===== src/rtl/bcd_display_pkg.sv =====
// Shared types and constants for the BCD result display: FSM states,
// 7-segment lookup and the add-3 correction used by the double-dabble.
package bcd_display_pkg;

    typedef enum logic {
        IDLE  = 1'b0,
        SHIFT = 1'b1
    } state_t;

    localparam logic [6:0] SEG_BLANK = 7'h00;

    // bit0 = a ... bit6 = g, active-high
    localparam logic [6:0] SEG_LUT [0:9] = '{
        7'h3F, 7'h06, 7'h5B, 7'h4F, 7'h66,
        7'h6D, 7'h7D, 7'h07, 7'h7F, 7'h6F
    };

    // Pre-shift correction: any nibble >= 5 would overflow past 9 when doubled.
    function automatic logic [7:0] dabble_adj(input logic [7:0] bcd);
        logic [3:0] hi;
        logic [3:0] lo;
        hi = bcd[7:4];
        lo = bcd[3:0];
        if (hi >= 4'd5) hi = hi + 4'd3;
        if (lo >= 4'd5) lo = lo + 4'd3;
        return {hi, lo};
    endfunction

endpackage


===== src/rtl/seg7_decoder.sv =====
// One BCD digit to active-high 7-segment pattern; non-decimal codes go blank.
module seg7_decoder
    import bcd_display_pkg::*;
(
    input  logic [3:0] bcd,
    output logic [6:0] seg
);

    always_comb begin
        seg = SEG_BLANK;
        if (bcd < 4'd10) seg = SEG_LUT[bcd];
    end

endmodule


===== src/rtl/bcd_display.sv =====
// Sequential double-dabble of a small binary result into two BCD digits,
// held in registers and decoded onto two 7-segment displays.
module bcd_display
    import bcd_display_pkg::*;
#(
    parameter int BIN_W    = 5,
    parameter bit LZ_BLANK = 1'b1
) (
    input  logic             clk,
    input  logic             rst,
    input  logic             start,
    input  logic [BIN_W-1:0] bin,
    output logic             busy,
    output logic             done,
    output logic [3:0]       tens,
    output logic [3:0]       ones,
    output logic [6:0]       seg1,
    output logic [6:0]       seg0
);

    localparam int CNT_W = $clog2(BIN_W + 1);
    localparam int SR_W  = 8 + BIN_W;

    if (BIN_W < 1 || BIN_W > 6) begin : g_bad_width
        $error("bcd_display: BIN_W must be 1..6 so the result fits in two digits");
    end

    state_t           state;
    logic [BIN_W-1:0] bin_sr;
    logic [7:0]       bcd;
    logic [CNT_W-1:0] cnt;
    logic             valid;

    logic [7:0]       bcd_adj;
    logic [SR_W-1:0]  shifted;
    logic [CNT_W-1:0] cnt_nxt;
    logic [6:0]       seg1_raw;
    logic [6:0]       seg0_raw;

    always_comb begin
        bcd_adj = dabble_adj(bcd);
        shifted = {bcd_adj, bin_sr} << 1;
        cnt_nxt = cnt + CNT_W'(1);
    end

    always_ff @(posedge clk) begin
        if (rst) begin
            state  <= IDLE;
            bin_sr <= '0;
            bcd    <= '0;
            cnt    <= '0;
            busy   <= 1'b0;
            done   <= 1'b0;
            tens   <= 4'd0;
            ones   <= 4'd0;
            valid  <= 1'b0;
        end else begin
            done <= 1'b0;
            case (state)
                IDLE: begin
                    if (start) begin
                        bin_sr <= bin;
                        bcd    <= '0;
                        cnt    <= '0;
                        busy   <= 1'b1;
                        state  <= SHIFT;
                    end
                end
                SHIFT: begin
                    bcd    <= shifted[SR_W-1 -: 8];
                    bin_sr <= shifted[BIN_W-1:0];
                    cnt    <= cnt_nxt;
                    // Digits are only written on the final step, so the
                    // display never shows a partial conversion.
                    if (cnt_nxt == CNT_W'(BIN_W)) begin
                        tens  <= shifted[SR_W-1 -: 4];
                        ones  <= shifted[SR_W-5 -: 4];
                        valid <= 1'b1;
                        done  <= 1'b1;
                        busy  <= 1'b0;
                        state <= IDLE;
                    end
                end
                default: state <= IDLE;
            endcase
        end
    end

    seg7_decoder u_dec_tens (.bcd(tens), .seg(seg1_raw));
    seg7_decoder u_dec_ones (.bcd(ones), .seg(seg0_raw));

    always_comb begin
        seg0 = valid ? seg0_raw : SEG_BLANK;
        seg1 = valid ? seg1_raw : SEG_BLANK;
        if (LZ_BLANK && tens == 4'd0) seg1 = SEG_BLANK;
    end

endmodule


===== config.mk =====
export PLATFORM = sky130hd
export DESIGN_NAME = bcd_display
export DESIGN_NICKNAME = d
export VERILOG_FILES = /design/src/rtl/bcd_display_pkg.sv /design/src/rtl/seg7_decoder.sv /design/src/rtl/bcd_display.sv
export SDC_FILE = /design/constraint.sdc
export NUM_CORES = 1
export LEC_CHECK = 0
export CORE_MARGIN = 5
export CORE_UTILIZATION = 47
export DETAILED_ROUTE_END_ITERATION = 16
export PLACE_DENSITY = 0.76
export SLEW_MARGIN = 10
export SYNTH_ARGS = -nofsm -noshare
export SYNTH_HDL_FRONTEND = slang
export SYNTH_HIERARCHICAL = 1
export SYNTH_SLANG_ARGS = --single-unit
export TNS_END_PERCENT = 5

===== constraint.sdc =====
create_clock -name clk -period 1.3 [get_ports clk]
set_clock_uncertainty 0.05 [all_clocks]
set_input_delay 0.13 -clock clk [delete_from_list [all_inputs] [get_ports clk]]
set_output_delay 0.13 -clock clk [all_outputs]
set_load 0.02 [all_outputs]

## Yosys cells after proc, flatten, opt, wreduce, memory -nomap -nowiden

Memories as Yosys holds them, arrays and structs flattened.
Index checks and enable logic that the tools add are counted.

- Memory bits (read-only): 224
- Logic and storage cells: 54
- Memories: 2
- Input port bits: 8
- Flip-flop bits (word level): 28

Memory list:

| name | words | bits a word | read ports | clocked after Yosys merged registers in | wr ports | line | text |
|---|---|---|---|---|---|---|---|
| (no name shown) | 16 | 7 | 1 | 0 | 0 | seg7_decoder.sv:11 | `if (bcd < 4'd10) seg = SEG_LUT[bcd];` |
| (no name shown) | 16 | 7 | 1 | 0 | 0 | seg7_decoder.sv:11 |  |

- Magnitude comparators: 6
- Equality and inequality tests: 3
- Muxes and demuxes: 24
- Add/sub/neg operators: 3
- Reductions and logical operators: 4
- Bitwise operators: 3

Operator list:

| kind | number |
|---|---|
| 2-to-1 mux 7 bit | 9 |
| case mux 8 bit (2 select lines) | 1 |
| greater-or-equal comparator 5 bit (second input constant) | 2 |
| NOT 4 -> 5 bit | 2 |
| case mux 5 bit (2 select lines) | 1 |
| greater-or-equal comparator 4 x 3 -> 1 bit (second input constant) | 2 |
| less-than comparator 4 bit (second input constant) | 2 |
| 2-to-1 mux 8 bit | 1 |
| 2-to-1 mux 3 bit | 2 |
| case mux 3 bit (2 select lines) | 1 |
| 2-to-1 mux 1 bit | 5 |
| 2-to-1 mux 5 bit | 1 |
| adder 4 x 2 -> 4 bit (second input constant) | 1 |
| logical NOT 4 bit | 1 |
| 2-to-1 mux 4 bit | 1 |
| case mux 1 bit (2 select lines) | 2 |
| AND reduction 2 bit | 2 |
| adder 3 x 1 -> 3 bit (second input constant) | 1 |
| adder 3 x 2 -> 3 bit (second input constant) | 1 |
| == test 3 bit (second input constant) | 1 |
| inequality test 2 x 1 -> 1 bit (second input constant) | 1 |
| inequality test 2 bit (second input constant) | 1 |
| OR reduction 2 bit | 1 |
| NOT 1 bit | 1 |

## Longest topological paths before layout

- Depth in word-level cells: 7
- Mapped depth: 7

## Cells and area by module

Netlist, hierarchy kept.

By module, submodules not included:

| module | area an instance (um^2) | times used | seq. area each (um^2) | cells each |
|---|---|---|---|---|
| bcd_display | 1,316.3 | 1 | 560.5 | 147 |
| seg7_decoder | 205.2 | 2 | 0.0 | 31 |

## Worst setup path after synthesis

No wires, ideal clock.

- Path type: reg2out
- From: reg tens[1]
- To: out seg1[0]
- Required time: 1,120 ps
- Path slack: -267 ps
- Arrival: 1,387 ps
- Cell stages (with the launch flop): 7
- Path through: dfxtp_1 > inv_1 > ha_1 > nor2_1 > a21oi_1 > o21ai_1 > and2_1

- Longest elaborated chain between the ends: 7
- Elaborated cells on any way between the ends: 9
- Classes of those cells: 1 x order compare; 5 x mux; 1 x bitwise; 1 x reduce/logical; 1 x memory

Ends and longest elaborated chain:

| item | line | text |
|---|---|---|
| from (decl) | bcd_display.sv:15 | `output logic [3:0] tens,` |
| from (signal assigned) | bcd_display.sv:76 | `tens <= shifted[SR_W-1 -: 4];` |
| NOT 4 -> 5 bit (implied by the code) | seg7_decoder.sv:11 |  |
| memory (16 x 7 bit) | n/a |  |
| 2-to-1 mux 7 bit (implied by the code) (2 in series) | seg7_decoder.sv:11 |  |
| 2-to-1 mux 7 bit * | seg7_decoder.sv:11 |  |
| named net seg1_raw[0] | bcd_display.sv:37 | `logic [6:0] seg1_raw;` |
| 2-to-1 mux 7 bit * | bcd_display.sv:94 | `seg1 = valid ? seg1_raw : SEG_BLANK;` |
| 2-to-1 mux 7 bit * | bcd_display.sv:95 | `if (LZ_BLANK && tens == 4'd0) seg1 = SEG_BLANK;` |
| to (decl) | bcd_display.sv:17 | `output logic [6:0] seg1,` |

The timed path passes the listed nets; every way through them passes the cells marked *. The select of a mux whose other input is x is not followed.

## Worst setup path after layout

- From: reg tens[0]
- To: out seg1[3]

Same word-level chain as after synthesis.

==> out/metrics.csv <==
metric,value,unit
post-route minimum period,1.69,ns
area added between synthesis and finish,59.0,%
final instance area,2750,um2
Ys Warns,6,
reg2reg path depth,6,
Die Y,70.6,um
share of cells above drive strength 1,0.512,
kind of critical path,reg2out,
clk slew on worst S/H paths,0.09,ns
pwr dens,552,nW/um2
first-pass GRT wire length,6960,um
reg2reg start,cnt[1],
dpl ws,-0.528,ns
"Avg Cell Area, Syn",8.26,um2
Yosys cell types,36,
element type at the critical path end,output pin,
startpoint types,flop,
Nets,307,
Clock Latency Late Sink,0.27,ns
number of top-level pins,32,
Max VDD drop,0.624,mV
Post-Synth Simple-Gate Area,0.241,
total power,1.51,mW
sequential area share after synthesis,0.325,
Final Setup Violations,24,
Worst slew margin,0.818,
max-slew violation count,0,
H-tree Lvls,1,
Final Worst Setup Slack,-0.395,ns
RSZ-0062 raised after global routing,yes,
WP data required,1.12,ns
complex-gate fraction of the synthesized area,0.178,
post-synthesis register bit count,28,
violated checks,setup timing,
GPL Wtd Cong,0.760,
Final Cycle Share,1.30,
post-synthesis xor/xnor area fraction,0.0152,
number of global-route vias before repair,1649,
area of the die,4990,um2
std cell rows,22,
clk sinks,28,
grt ovf,0,
pin count of the biggest net entering global routing,15,
P_int,1.17,mW
Post-DP Area,2470,um2
R2R Path End,ones[0],
# DRC,0,
CTS Buf Count,3,
Pre-Repair DR Iteration Count,5,
Hold Crit Class,in2reg,
Final ANT Viol Nets,0,
ant diodes,0,
hold endpoint,bin_sr[0],
Synth Area in Adders,0.116,
outcome,"finished, violations left",
Switching Share,0.230,
Routed wire per std cell,12.6,um
Chip Width,70.6,um
synthesized cell area,1730,um2
Switching Power,0.349,mW
clock share of power,0.304,
1st-iter DRT viols,34,
final std cells w/o fill,329,
final hold viol count,0,
buffers added on ports,31,
antenna violations before repair,0,
"Net Count, Synth",233,
sequential power share,0.580,
detailed-placement wirelength estimate,2950,um
Vias per Instance,5.05,
Hold Path Depth,3,
Initial Utilization,0.479,
Gate Count Post-Synth,209,
DR vias,1662,
P_leak,1.19,nW
min-delay src,bin[0],
r2r setup slk,-0.15,ns
CP max FO,5,
"leading cell type in the layout, fill and taps excluded",buf_4,
Worst-Margin Slew,0.271,ns
placed cell count,323,
total track usage,0.168,
largest family of logic cells by synthesized area,simple AND/OR/NAND/NOR gates,
CTS tree,done,
mux cell area share after synthesis,0.0500,
Max Cap Viol,0,
Comb pwr share,0.117,
CTS Hold Bufs,0,
Root Buffer,clkbuf_8,
final wirelength,4130,um
critical path arrival,1.51,ns
FMAX,590,MHz
most frequent cells in the layout,"buf_4, a21oi_1, nor2_1",
core region area,3610,um2
FILL cells,255,
clk buf depth,2,
final core occ,0.761,
worst max-delay path by stage:
stage	cells after the start	endpoint	from	slack [ns]
finish	6	seg1[3]	tens[0]	-0.39
detailed placement	7	seg1[4]	tens[0]	-0.53
global placement	7	seg1[4]	tens[0]	-0.52
CTS	6	seg1[4]	tens[1]	-0.38
global route	6	seg1[4]	tens[0]	-0.46
floorplan	6	ones[2]	bcd[1]	-0.04
critical path, cell delays in order, from the launching register on:
cell and delay, ns:
dfxtp_4 0.40, inv_4 0.06, ha_4 0.24, a21oi_1 0.15, o21ai_1 0.06, and2_2 0.17
buf_4 0.15
cells in the mapped netlist:
cell,count,share of area
nor2_4,2,0.013
nor2b_1,4,0.014
clkinv_1,1,0.0022
nor3_1,9,0.026
nor2_2,1,0.0036
inv_2,1,0.0022
dfxtp_1,28,0.32
inv_1,15,0.033
buf_6,3,0.020
a21o_1,1,0.0043
o2bb2ai_2,1,0.0087
buf_1,1,0.0022
o2bb2ai_1,6,0.030
and3_4,1,0.0065
mux2i_1,6,0.035
nand2_1,4,0.0087
nand2b_1,4,0.014
xor2_1,1,0.0051
nand3b_1,1,0.0043
nor4_1,1,0.0036
o21ai_2,1,0.0051
a22o_1,1,0.0051
and2_1,14,0.051
clkbuf_1,1,0.0022
mux2_4,1,0.0087
nand3_1,7,0.020
xnor2_1,2,0.010
mux2_2,1,0.0065
nor2_1,21,0.046
o21ai_1,8,0.023
nor3b_1,3,0.013
a21oi_1,26,0.075
o21ai_0,9,0.026
ha_1,16,0.12
buf_2,5,0.014
nor2b_4,2,0.016
state kept, by name, summed over array words and instances (netlist names):
register and cells:
done 1, busy 1, tens 4, bin_sr 5, ones 4, cnt 3, state 1, valid 1
bcd 8
power groups by stage:
| stage | clock network [mW] | logic (mW) | registers (mW) |
|---|---|---|---|
| global route | 0.505 | 0.197 | 0.881 |
| floorplan | 0 | 0.0865 | 0.902 |
| CTS | 0.477 | 0.170 | 0.880 |
| finish | 0.460 | 0.176 | 0.878 |
| detailed placement | 0 | 0.172 | 0.902 |
| global placement | 0 | 0.169 | 0.902 |
routing by layer:
metal | up-vias | GRT usage | part of all wire
met5 | - | 0 | 0
met4 | 0 | 0.0877 | 0.030
met3 | 15 | 0.0270 | 0.049
met2 | 45 | 0.315 | 0.53
met1 | 750 | 0.179 | 0.39
li1 | 852 | - | -
stage by stage:
stage / setup TNS, ns / hold WS [ns]
finish: -5.17 / 0.416
global route: -7.21 / 0.418
CTS: -5.44 / 0.414
detailed placement: -8.29 / 0.426
global placement: -7.62 / 0.416
floorplan: -0.439 / 0.275
area by class of cell:
| type | count | area (um2) | area share |
|---|---|---|---|
| multi-input combinational | 154 | 1310 | 0.475 |
| inverter | 17 | 76.3 | 0.0278 |
| sequential | 28 | 593 | 0.216 |
| tap | 48 | 60.1 | 0.0219 |
| clock buffer | 3 | 41.3 | 0.0150 |
| timing repair buffer | 79 | 669 | 0.244 |
kinds of logic after synthesis:
family	after synthesis
multiplexers	8
XOR/XNOR	3
buffers and inverters	27
adder cells (fa/ha/maj)	16
AND/OR/NAND/NOR	74
flip-flops	28
AO/OA/AOI/OAI	53
timing repair:
action	in CTS	in global routing
setup endpoints to repair	39	36
buffers inserted	3	0
hold endpoints to repair	0	0
gates resized for setup	128	37
pin swaps	12	5
Power figures use the tool's default switching activity.
